### src/rtl/spi_pkg.sv
// Shared types and index helpers for the SPI shift engine and its helpers.
package spi_pkg;

  // Frame sequencer states: waiting for load, armed for the first edge,
  // and transferring bits.
  typedef enum logic [1:0] {
    IDLE  = 2'd0,
    ARMED = 2'd1,
    XFER  = 2'd2
  } spi_state_t;

  // Effective frame length: zero or anything wider than the data path
  // means a full-width frame.
  function automatic int eff_len(input int frame_len, input int dw);
    if (frame_len == 0 || frame_len > dw) begin
      return dw;
    end
    return frame_len;
  endfunction

  // Maps the idx-th bit on the wire to its position in a right-justified
  // word of length len, for either bit order.
  function automatic int bit_pos(input logic lsbfe, input int idx, input int len);
    return lsbfe ? idx : (len - 1 - idx);
  endfunction

endpackage

### src/rtl/spi_edge_sel.sv
// Selects the sample and shift strobes for the active CPOL/CPHA mode.
// Modes where cpol and cpha differ sample on the "high" flags, the others
// on the "low" flags.
module spi_edge_sel (
  input  logic cpol,
  input  logic cpha,
  input  logic flag_high,
  input  logic flags_high,
  input  logic flag_low,
  input  logic flags_low,
  output logic sample_stb,
  output logic shift_stb
);

  logic odd_mode;

  assign odd_mode   = cpha ^ cpol;
  assign sample_stb = odd_mode ? flag_high  : flag_low;
  assign shift_stb  = odd_mode ? flags_high : flags_low;

endmodule

### src/rtl/spi_shift_engine.sv
// SPI data-path engine: serialises a transmit word onto mosi, assembles
// miso into a right-justified receive word, and reports completion/abort.
// Edge timing comes from the external baud generator via four strobes.
module spi_shift_engine
  import spi_pkg::*;
#(
  parameter int DW = 8,
  parameter int LW = $clog2(DW + 1)
) (
  input  logic          PCLK,
  input  logic          PRESETn,
  input  logic          ss,
  input  logic          load,
  input  logic [DW-1:0] tx_data,
  input  logic [LW-1:0] frame_len,
  input  logic          lsbfe,
  input  logic          cpol,
  input  logic          cpha,
  input  logic          flag_high,
  input  logic          flags_high,
  input  logic          flag_low,
  input  logic          flags_low,
  input  logic          miso,
  output logic          mosi,
  output logic          busy,
  output logic [DW-1:0] rx_data,
  output logic          rx_valid,
  output logic          frame_done,
  output logic          abort
);

  localparam int            IW  = $clog2(DW);
  localparam logic [LW-1:0] ONE = LW'(1);

  logic          sample_stb;
  logic          shift_stb;

  spi_state_t    state_reg;
  logic [DW-1:0] tx_word_reg;
  logic [DW-1:0] rx_word_reg;
  logic [DW-1:0] rx_data_reg;
  logic [LW-1:0] len_reg;
  logic [LW-1:0] tx_idx_reg;
  logic [LW-1:0] rx_idx_reg;
  logic          first_shift_reg;
  logic          ss_q_reg;
  logic          mosi_reg;
  logic          busy_reg;
  logic          rx_valid_reg;
  logic          frame_done_reg;
  logic          abort_reg;

  logic [LW-1:0] len_new;
  logic [IW-1:0] first_pos;
  logic [IW-1:0] tx_pos;
  logic [IW-1:0] rx_pos;
  logic [DW-1:0] rx_word_next;
  logic          ss_rise;
  logic          do_sample;
  logic          do_shift;
  logic          rx_last;
  logic          tx_more;
  logic          shift_skip;
  logic          completing;
  logic          arm;

  spi_edge_sel u_edge_sel (
    .cpol       (cpol),
    .cpha       (cpha),
    .flag_high  (flag_high),
    .flags_high (flags_high),
    .flag_low   (flag_low),
    .flags_low  (flags_low),
    .sample_stb (sample_stb),
    .shift_stb  (shift_stb)
  );

  // Index mapping, strobe qualification and next-word assembly.
  always_comb begin
    len_new      = LW'(eff_len(int'(frame_len), DW));
    first_pos    = IW'(bit_pos(lsbfe, 0, int'(len_new)));
    tx_pos       = IW'(bit_pos(lsbfe, int'(tx_idx_reg) + 1, int'(len_reg)));
    rx_pos       = IW'(bit_pos(lsbfe, int'(rx_idx_reg), int'(len_reg)));
    rx_word_next = rx_word_reg;
    rx_word_next[rx_pos] = miso;
    // ss_q_reg idles high so a load straight out of reset is not seen as an abort.
    ss_rise      = ss & ~ss_q_reg;
    do_sample    = busy_reg & ~ss & sample_stb;
    do_shift     = busy_reg & ~ss & shift_stb;
    rx_last      = (rx_idx_reg + ONE) == len_reg;
    tx_more      = (tx_idx_reg + ONE) < len_reg;
    // With cpha=1 the leading edge is a shift, but bit 0 is already on mosi.
    shift_skip   = first_shift_reg & cpha;
    completing   = do_sample & rx_last;
    // A load on the completing cycle chains straight into the next frame.
    arm          = load & (~busy_reg | completing);
  end

  // Frame sequencer with registered outputs; sample is applied before shift
  // when both strobes land in the same cycle (they touch disjoint state).
  always_ff @(posedge PCLK or negedge PRESETn) begin
    if (!PRESETn) begin
      state_reg       <= IDLE;
      tx_word_reg     <= '0;
      rx_word_reg     <= '0;
      rx_data_reg     <= '0;
      len_reg         <= '0;
      tx_idx_reg      <= '0;
      rx_idx_reg      <= '0;
      first_shift_reg <= 1'b0;
      ss_q_reg        <= 1'b1;
      mosi_reg        <= 1'b0;
      busy_reg        <= 1'b0;
      rx_valid_reg    <= 1'b0;
      frame_done_reg  <= 1'b0;
      abort_reg       <= 1'b0;
    end else begin
      rx_valid_reg   <= 1'b0;
      frame_done_reg <= 1'b0;
      abort_reg      <= 1'b0;
      ss_q_reg       <= ss;

      case (state_reg)
        IDLE: begin
        end
        ARMED, XFER: begin
          if (ss_rise) begin
            abort_reg <= 1'b1;
            busy_reg  <= 1'b0;
            state_reg <= IDLE;
          end else begin
            if (do_sample || do_shift) begin
              state_reg <= XFER;
            end
            if (do_sample) begin
              rx_word_reg <= rx_word_next;
              rx_idx_reg  <= rx_idx_reg + ONE;
              if (rx_last) begin
                rx_data_reg    <= rx_word_next;
                rx_valid_reg   <= 1'b1;
                frame_done_reg <= 1'b1;
                busy_reg       <= 1'b0;
                state_reg      <= IDLE;
              end
            end
            if (do_shift) begin
              first_shift_reg <= 1'b0;
              // After the last bit has been presented mosi simply holds.
              if (!shift_skip && tx_more) begin
                tx_idx_reg <= tx_idx_reg + ONE;
                mosi_reg   <= tx_word_reg[tx_pos];
              end
            end
          end
        end
        default: begin
          state_reg <= IDLE;
          busy_reg  <= 1'b0;
        end
      endcase

      if (arm) begin
        state_reg       <= ARMED;
        busy_reg        <= 1'b1;
        tx_word_reg     <= tx_data;
        len_reg         <= len_new;
        tx_idx_reg      <= '0;
        rx_idx_reg      <= '0;
        rx_word_reg     <= '0;
        first_shift_reg <= 1'b1;
        mosi_reg        <= tx_data[first_pos];
      end
    end
  end

  assign mosi       = mosi_reg;
  assign busy       = busy_reg;
  assign rx_data    = rx_data_reg;
  assign rx_valid   = rx_valid_reg;
  assign frame_done = frame_done_reg;
  assign abort      = abort_reg;

endmodule

### config.mk
export PLATFORM = sky130hd
export DESIGN_NAME = spi_shift_engine
export DESIGN_NICKNAME = d
export VERILOG_FILES = /design/src/rtl/spi_pkg.sv /design/src/rtl/spi_edge_sel.sv /design/src/rtl/spi_shift_engine.sv
export SDC_FILE = /design/constraint.sdc
export NUM_CORES = 1
export LEC_CHECK = 0
export ABC_AREA = 0
export BUFFER_PORTS_ARGS = -buffer_cell sky130_fd_sc_hd__buf_2
export CORE_UTILIZATION = 30
export DETAILED_ROUTE_END_ITERATION = 10
export GPL_ROUTABILITY_DRIVEN = 0
export PLACE_DENSITY_LB_ADDON = 0.08
export SLEW_MARGIN = 20
export SYNTH_ARGS = -nofsm -noshare
export SYNTH_HDL_FRONTEND = slang
export SYNTH_SLANG_ARGS = --single-unit
### constraint.sdc
create_clock -name PCLK -period 3.3 [get_ports PCLK]
set_input_delay 0.66 -clock PCLK [delete_from_list [all_inputs] [get_ports PCLK]]
set_output_delay 0.66 -clock PCLK [all_outputs]
set_load 0.005 [all_outputs]
; ---- After elaboration in Yosys (flattened, before gate mapping)
; Cells that the tools add are included.
; W data, S select, Z words.
[totals]
register_bits = 44
inputBits = 24
output_inout_bits = 13
wordCells = 117
[classes]
n_addsub = 7
magnitude_cmp = 6
n_eq_ne = 7
muxes = 54
bitwise_logic = 13
n_reduce_logical = 17
[ops]
columns = cell, n
row1 = $mux W4, 11
row2 = $mux W8, 4
row3 = $mux W1, 25
row4 = $lt A3 B4 Y1 const B, 3
row5 = $mux W2, 5
row6 = $mux W3, 3
row7 = $reduce_and A3 Y1, 3
row8 = $add A4 B1 Y4 const B, 2
row9 = $bwmux W8, 1
row10 = $ne A4 B4 Y1 const B, 2
row11 = $reduce_and A4 Y1, 2
row12 = $reduce_bool A2 Y1, 4
row13 = $and A1 B1 Y1, 7
row14 = $bmux W1 S3, 2
row15 = $sub A3 B1 Y3 const B, 2
row16 = $sub A3 B3 Y3, 2
row17 = $eq A4 B4 Y1, 1
row18 = $gt A4 B4 Y1 const B, 1
row19 = $logic_not A4 Y1, 1
row20 = $lt A4 B4 Y1, 1
row21 = $not A1 Y1, 4
row22 = $pmux W2 S2, 1
row23 = $add A3 B1 Y3 const B, 1
row24 = $demux W1 S3, 1
row25 = other kinds (13), 15

; ---- Longest topological paths before layout
; Gate-level depths: netlist of run 1.
[depth]
depth_word = 12
mapped_depth = 10
ltp_nobuf = 10

; ---- Cells and area by module
; A second synthesis of run 1 with hierarchy kept.
[unflattened]
cells_unflattened = 292
hier_area_um2 = 2627.5
[by_module_without_submodules]
columns = mod, n_inst, cells_per_inst, area_per_inst_um2, seq_area_each_um2
row1 = spi_shift_engine, 1, 289, 2596.2, 1102.3
row2 = spi_edge_sel, 1, 3, 31.3, 0.0

; ---- Worst setup path after synthesis of run 1
; No wires, ideal clock.
[synth_timing]
kind = register -> register
startpoint = register len_reg[0]
endpoint = register rx_data_reg[0] (netlist: rx_data[0])
setup_ps = 121
t_arrival_ps = 2188
required_ps = 3179
slack_ps = 991
path_stages_with_launch = 10
n_path_buf = 0
synth_period_minus_slack_ps = 2309
cell_sequence = dfrtp_1 inv_1 ha_1 fa_1 xnor3_1 nor2_4 xnor2_1 nand2_1 mux2i_1 o21ai_1
[synth_between]
elab_chain_cells = 8
word_cells_on_any_way = 11
classes_between = add/sub (2) / order compare (2) / eq/ne (1) / mux (4) / reduce/logical (2)
[synth_rtl]
columns = item, line
row1 = from (decl), spi_shift_engine.sv:42  ; logic [LW-1:0] len_reg;
row2 = from (signal assigned), spi_shift_engine.sv:166  ; len_reg <= len_new;
row3 = $sub A3 B1 Y3, spi_pkg.sv:24  ; return lsbfe ? idx : (len - 1 - idx);
row4 = $sub A3 B3 Y3, spi_pkg.sv:24
row5 = $mux W3, spi_pkg.sv:24
row6 = $lt A3 B4 Y1 (implied by the code) or $ge A3 B1 Y1 (tied branches), spi_shift_engine.sv:85  ; rx_word_next[rx_pos] = miso;
row7 = $logic_and A1 B1 Y1 (implied by the code), spi_shift_engine.sv:85
row8 = $mux W1 (implied by the code), spi_shift_engine.sv:85
row9 = $demux W1 S3, spi_shift_engine.sv:85
row10 = $bwmux W8, spi_shift_engine.sv:85
row11 = to (signal assigned), spi_shift_engine.sv:139  ; rx_data_reg <= rx_word_next;
row12 = to (decl), spi_shift_engine.sv:41  ; logic [DW-1:0] rx_data_reg;
; Parallel ways exist; a longest one is shown, timed or not.
; A chain may end at the register's enable or synchronous reset.

; ---- Worst setup path in the final report of run 1
[layout_timing]
startpoint = register len_reg[0]
endpoint = register rx_data_reg[5] (netlist: rx_data[5])
; Same word-level chain as after synthesis.

==> run metrics, run 1 <==
Synth Register Bits between 40 and 50; Clock power frac between 10% and 20%; vias in the first global route roughly 2,200; DPL Wire Length about 4600 microns; Synth Area in Compound Gates approximately an eighth; Clock Sink Count 44; Root Driver clkbuf_8; vias per cell just under 5; Post-synth EDFFs 0; cell area after layout 3040 sq um; Metal-1 WL slightly below 3000 microns; Clk pin slew, worst setup/hold paths 0.09 ns; H-tree depth 2; Hold Buf Count CTS 0; Tmin final about 2.5 ns; core area approximately 8700 sq um; CTS-repair resized insts 0; final setup violation count 0; Die W about 97 microns; main combinational cell family by area after synthesis simple AND/OR/NAND/NOR gates; CTS buffer count 5; Peak VDD IR around 0.22 mV; nets ~360; Final Worst Setup Slack approximately 0.81 ns; setup fix buffers added after clock tree synthesis 0; Worst-Skew Late Latency 0.30 ns; Critical Path AT 2.67 ns; maxcap violations 0; unique cell type count in the Yosys netlist 52; Slew HR a little under three fifths; Avg Cell Area, Syn slightly above 9 sq um; Leak Pwr 1.469 nW; met2 wire length ~3000 microns; Cells after Synth around 290; First-pass DRT Iterations 6; worst hold path class in -> async; most frequent cells in the layout nand2_1 (48), dfrtp_1 (43), buf_2 (35); Post-Synth Simple-Gate Area 18.66%; Starting Density a little under a third; port bufs 36; CP required 3.48 ns; die area 9414 sq um; Final Cycle Share around three quarters; Congestion Overflow GR 0; Setup Skew approximately 0.011 ns; most common cell after layout, fill and taps aside nand2_1; Post-Synth XOR/XNOR Area under 10%; Die Y around 97 microns; RSZ-0062 raised after global routing false; Fillers approximately 930; highest clock rate ~400 MHz; share of cells above drive strength 1 18.96%; internal power between 1 and 1.5 mW; worst-path maximum fanout 9; post-synthesis adder-cell area fraction roughly 6.6%; Max Transition Viols Final 0; fraction of registers with async set/reset between 90% and 100%; Fin. Hold Viols 0; Psw ~1 mW; mux share of post-synthesis cell area approximately 7.2%; DR top layer met4; starting DRC count in detailed routing between 40 and 50; Primary FF master, synth dfrtp_1; pre-CTS setup slack between 0.5 and 0.6 ns; status completed; DRC viols 0; row count 34; total wire length 6132 microns; routed vias between 2,000 and 2,500; worst-margin pin slew 0.6595 ns; Critical Path Source Type flop; CP Class reg -> reg; setup TNS 0 ns; remaining antenna violation count 0; DR WL met3 146 microns; first-pass GRT wire length between 10,000 and 15,000 microns; DP Area slightly below 3000 sq um; synthesized cell area around 2700 sq um; sequential share of the synthesized area 40.69%; TritonCTS clock tree built; GRT Total Usage about 14%; Synth Net Count between 300 and 400; Area Growth Syn to Fin 12.24%; Power per Cell Area about 800 nW/um^2; switching share of power between 40% and 50%; combinational fraction of design power between 50% and 60%; num ports 37; Max Root-Sink Buffers 2; antenna fix cells 0; CP endpoint kind flop; WL/cell approximately 14 microns; Reg power frac between 30% and 40%; largest net degree at the start of global routing 45; initial antenna violation count 0; yosys synthesis warning count 0
## through the flow
step	cells	hold WS [ns]	utilization [%]	power, mW
CTS	435	0.4683	34.84	2.463
global placement	427	0.4620	33.83	2.085
detailed placement	427	0.4660	33.83	2.101
floorplan	291	0.3644	-	1.774
global route	435	0.4111	34.86	2.654
finish	435	0.3470	34.86	2.422
## cell families after synthesis
group / count (synthesis)
AO/OA/AOI/OAI: 57
XOR/XNOR: 18
multiplexers: 19
buffers and inverters: 33
flip-flops: 44
AND/OR/NAND/NOR: 107
adder cells (fa/ha/maj): 13
## worst max-delay path, cell delays in order, from the launching register on
cell and delay (ns):
dfrtp_1 0.41, inv_1 0.08, ha_1 0.33, fa_1 0.41
xnor3_1 0.23, nor2_4 0.13, xor2_2 0.39, nand2_1 0.12
mux2i_1 0.19, o21ai_1 0.07
## routing by layer
layer,global-route usage [%],up-vias
met5,0,-
met4,4.133,0
met3,2.240,7
met2,23.62,32
met1,18.14,986
li1,-,1064
## area by class of cell
cell class / instances / area (sq um) / area share (%)
clock buffers: 5 / 68.82 / 2.263
clock inverters: 3 / 18.77 / 0.6173
multi-input cells: 214 / 1424 / 46.83
repair buffers: 40 / 212.7 / 6.996
well taps: 108 / 135.1 / 4.444
inverters: 21 / 78.83 / 2.593
flip-flops and latches: 44 / 1102 / 36.26
## path summary, 6_finish.rpt
path / from / to / slack [ns] / cells past startpoint
setup / recovery: len_reg[0]$_DFFE_PN0P_ / rx_data[5]$_DFFE_PN0P_ / 0.81 / 9
hold / removal: PRESETn / state_reg[1]$_DFFE_PN0P_ / 0.35 / 1
setup reg to reg: len_reg[0]$_DFFE_PN0P_ / rx_data[5]$_DFFE_PN0P_ / 0.81 / 9
hold reg to reg: tx_word_reg[3]$_DFFE_PN0P_ / tx_word_reg[3]$_DFFE_PN0P_ / 0.48 / 2
max in group asynchronous: PRESETn / tx_word_reg[4]$_DFFE_PN0P_ / 2.54 / 1
min in group PCLK: tx_word_reg[3]$_DFFE_PN0P_ / tx_word_reg[3]$_DFFE_PN0P_ / 0.48 / 2
## power groups by stage
stage	registers (mW)	logic (mW)	clock network, mW
after detailed placement	0.833	1.27	0
final	0.819	1.26	0.346
after global routing	0.843	1.43	0.380
after CTS	0.822	1.28	0.362
after floorplan	0.798	0.976	0
after global placement	0.833	1.25	0
## cell usage after synthesis (2+ instances only)
cell | count | area share, %
nor3_1 | 4 | 0.74
fa_1 | 2 | 1.5
inv_1 | 21 | 2.9
nand2_1 | 48 | 6.7
buf_4 | 4 | 1.1
o32ai_1 | 2 | 0.65
o21ai_0 | 21 | 3.9
o311ai_0 | 2 | 0.65
buf_2 | 2 | 0.37
mux2_2 | 3 | 1.2
dfrtp_1 | 43 | 40
nand3b_1 | 2 | 0.55
nand3_1 | 19 | 3.5
nand2b_1 | 4 | 0.92
mux2i_1 | 16 | 5.9
nor2b_1 | 3 | 0.69
nor2_1 | 15 | 2.1
o41ai_1 | 2 | 0.65
xnor3_1 | 2 | 1.7
ha_1 | 11 | 5.1
xor2_1 | 3 | 0.97
xnor2_1 | 11 | 3.6
a21oi_1 | 12 | 2.2
o21ai_1 | 7 | 1.3
buf_6 | 4 | 1.7
o22ai_1 | 2 | 0.46
Power figures use the tool's default switching activity.
==> run 2, diff against run 1 <==
==> constraint.sdc (replaced) <==
create_clock -name PCLK -period 2.3 [get_ports PCLK]
set_input_delay 0.46 -clock PCLK [delete_from_list [all_inputs] [get_ports PCLK]]
set_output_delay 0.46 -clock PCLK [all_outputs]
set_load 0.005 [all_outputs]
==> run metrics, run 2 (same netlist as run 1, synthesis figures left out) <==
most common cell after layout, fill and taps aside nand2_1; Starting Density between 30% and 40%; Clock power frac between 10% and 20%; Die Y 97.03 microns; Area Growth Syn to Fin 29.28%; switching share of power 40.12%; nets 391; status completed; port bufs 36; Fin. Hold Viols 0; worst-path maximum fanout 3; final setup violation count 0; GRT Total Usage around 15%; Fillers slightly below 900; combinational fraction of design power roughly 57%; Clock Sink Count 44; CP Class reg -> reg; Critical Path AT between 2 and 2.5 ns; Final Cycle Share between 90% and 100%; Congestion Overflow GR 0; CP max-delay cell fa_2; DPL Wire Length 4936 microns; core area between 8000 and 9000 sq um; internal power around 2.5 mW; Worst-Skew Late Latency 0.30 ns; initial antenna violation count 0; Root Driver clkbuf_8; met3 Usage GRT around 2.5%; R2R depth 10; TritonCTS clock tree built; met1 Use GR between 10% and 20%; Clk pin slew, worst setup/hold paths about 0.09 ns; Max Transition Viols Final 0; CTS buffer count 5; most frequent cells in the layout nand2_1 (47), dfrtp_1 (43), buf_2 (36); CP endpoint kind flop; most used cell, CP inv_2; Critical Path Source Type flop; CP top delay family adder cells; Reg power frac roughly 27%; total wire length between 6000 and 7000 microns; Max Root-Sink Buffers 2; CP peak stage delay approximately 0.40 ns; Tmin final 2.239 ns; First-pass DRT Iterations 4; Buf/Inv on CP 2; share of cells above drive strength 1 approximately 33%; die area 9414 sq um; Crit path depth 10; WL/cell between 10 and 15 microns; gr busiest metal met2; DRC viols 0; Psw ~1.7 mW; Hold Buf Count CTS 0; Slew HR between 50% and 60%; vias in the first global route 2,217; largest net degree at the start of global routing 25; antenna fix cells 0; met2 usage 25.79%; RSZ-0062 raised after global routing true; crit-path cells inv_2, ha_4, inv_2, fa_2, xor3_2, nor3_4, o21ai_1, a21oi_1, nor4_2, o22ai_1; H-tree depth 2; Peak VDD IR about 0.41 mV; starting DRC count in detailed routing 56; Die W approximately 97 microns; vias per cell 4.784; Setup Skew 0.006210 ns; remaining antenna violation count 0; highest clock rate between 400 and 500 MHz; num ports 37; row count 34; Leak Pwr 1.648 nW; setup TNS 0 ns; routed vias approximately 2,200; worst-margin pin slew approximately 0.61 ns; maxcap violations 0; total chip power 4.238 mW; Power per Cell Area 1210 nW/um^2; Final Core Density between 40% and 50%; worst hold path class in -> async; first-pass GRT wire length roughly 11,000 microns; CP required 2.52 ns
## run 2: final cells by class
type                       count  area, sq um  share of cell area (%)
timing repair buffer          66        429.2                   12.25
tap                          108        135.1                   3.859
multi-input combinational    216         1630                   46.55
sequential                    44         1102                   31.48
clock buffer                   7        96.34                   2.751
clock inverter                 1        30.03                  0.8574
inverter                      21        78.83                   2.251
## run 2: worst paths after layout
check / startpoint / to / slack (ns)
setup / recovery: len_reg[1]$_DFFE_PN0P_ / mosi$_DFFE_PN0P_ / 0.06
hold / removal: PRESETn / busy$_DFFE_PN0P_ / 0.14
setup reg to reg: len_reg[1]$_DFFE_PN0P_ / mosi$_DFFE_PN0P_ / 0.06
hold reg to reg: rx_data[1]$_DFFE_PN0P_ / rx_data[1]$_DFFE_PN0P_ / 0.48
max in group asynchronous: PRESETn / tx_word_reg[4]$_DFFE_PN0P_ / 1.63
min in group PCLK: ss / ss_q_reg$_DFF_PN1_ / 0.28
## run 2: power by group through the flow
stage	Combinational, mW	Sequential, mW	Clock (mW)
2_1_floorplan	1.41	1.15	0
3_3_place_gp	1.95	1.16	0
3_5_place_dp	1.94	1.17	0
4_1_cts	2.18	1.16	0.693
5_1_grt	2.68	1.19	0.713
6_report	2.42	1.16	0.659
## run 2: through the flow
stage	worst slack [ns]	cells	instance area (sq um)	hold slack (ns)
2_1_floorplan	0.05121	291	2716	0.1644
3_3_place_gp	-0.08650	447	3120	0.4585
3_5_place_dp	-0.1193	447	3120	0.4567
4_1_cts	0.005555	460	3366	0.1576
5_1_grt	-0.07877	463	3502	0.1676
6_report	0.06145	463	3502	0.1422
## run 2: worst register-to-register path: stages (launching register included)
cell,delay (ns)
dfrtp_1,0.37
inv_2,0.06
ha_4,0.28
inv_2,0.04
fa_2,0.40
xor3_2,0.28
nor3_4,0.21
o21ai_1,0.10
a21oi_1,0.24
nor4_2,0.06
o22ai_1,0.13
## run 2: per-layer routing
layer  share of wire [%]  vias up  routed length [microns]
met5                   0        -                        0
met3                 2.5        6                      167
met2                  49       37                     3207
li1                    -     1127                        -
met1                  48     1045                     3153
met4                 1.0        0                       67
## run 2: timing repair
item,in CTS,in global routing
pin swaps,7,12
gates resized for setup,13,29
setup buffers,3,3
gates cloned,2,0
endpoints found under the setup margin,15,17
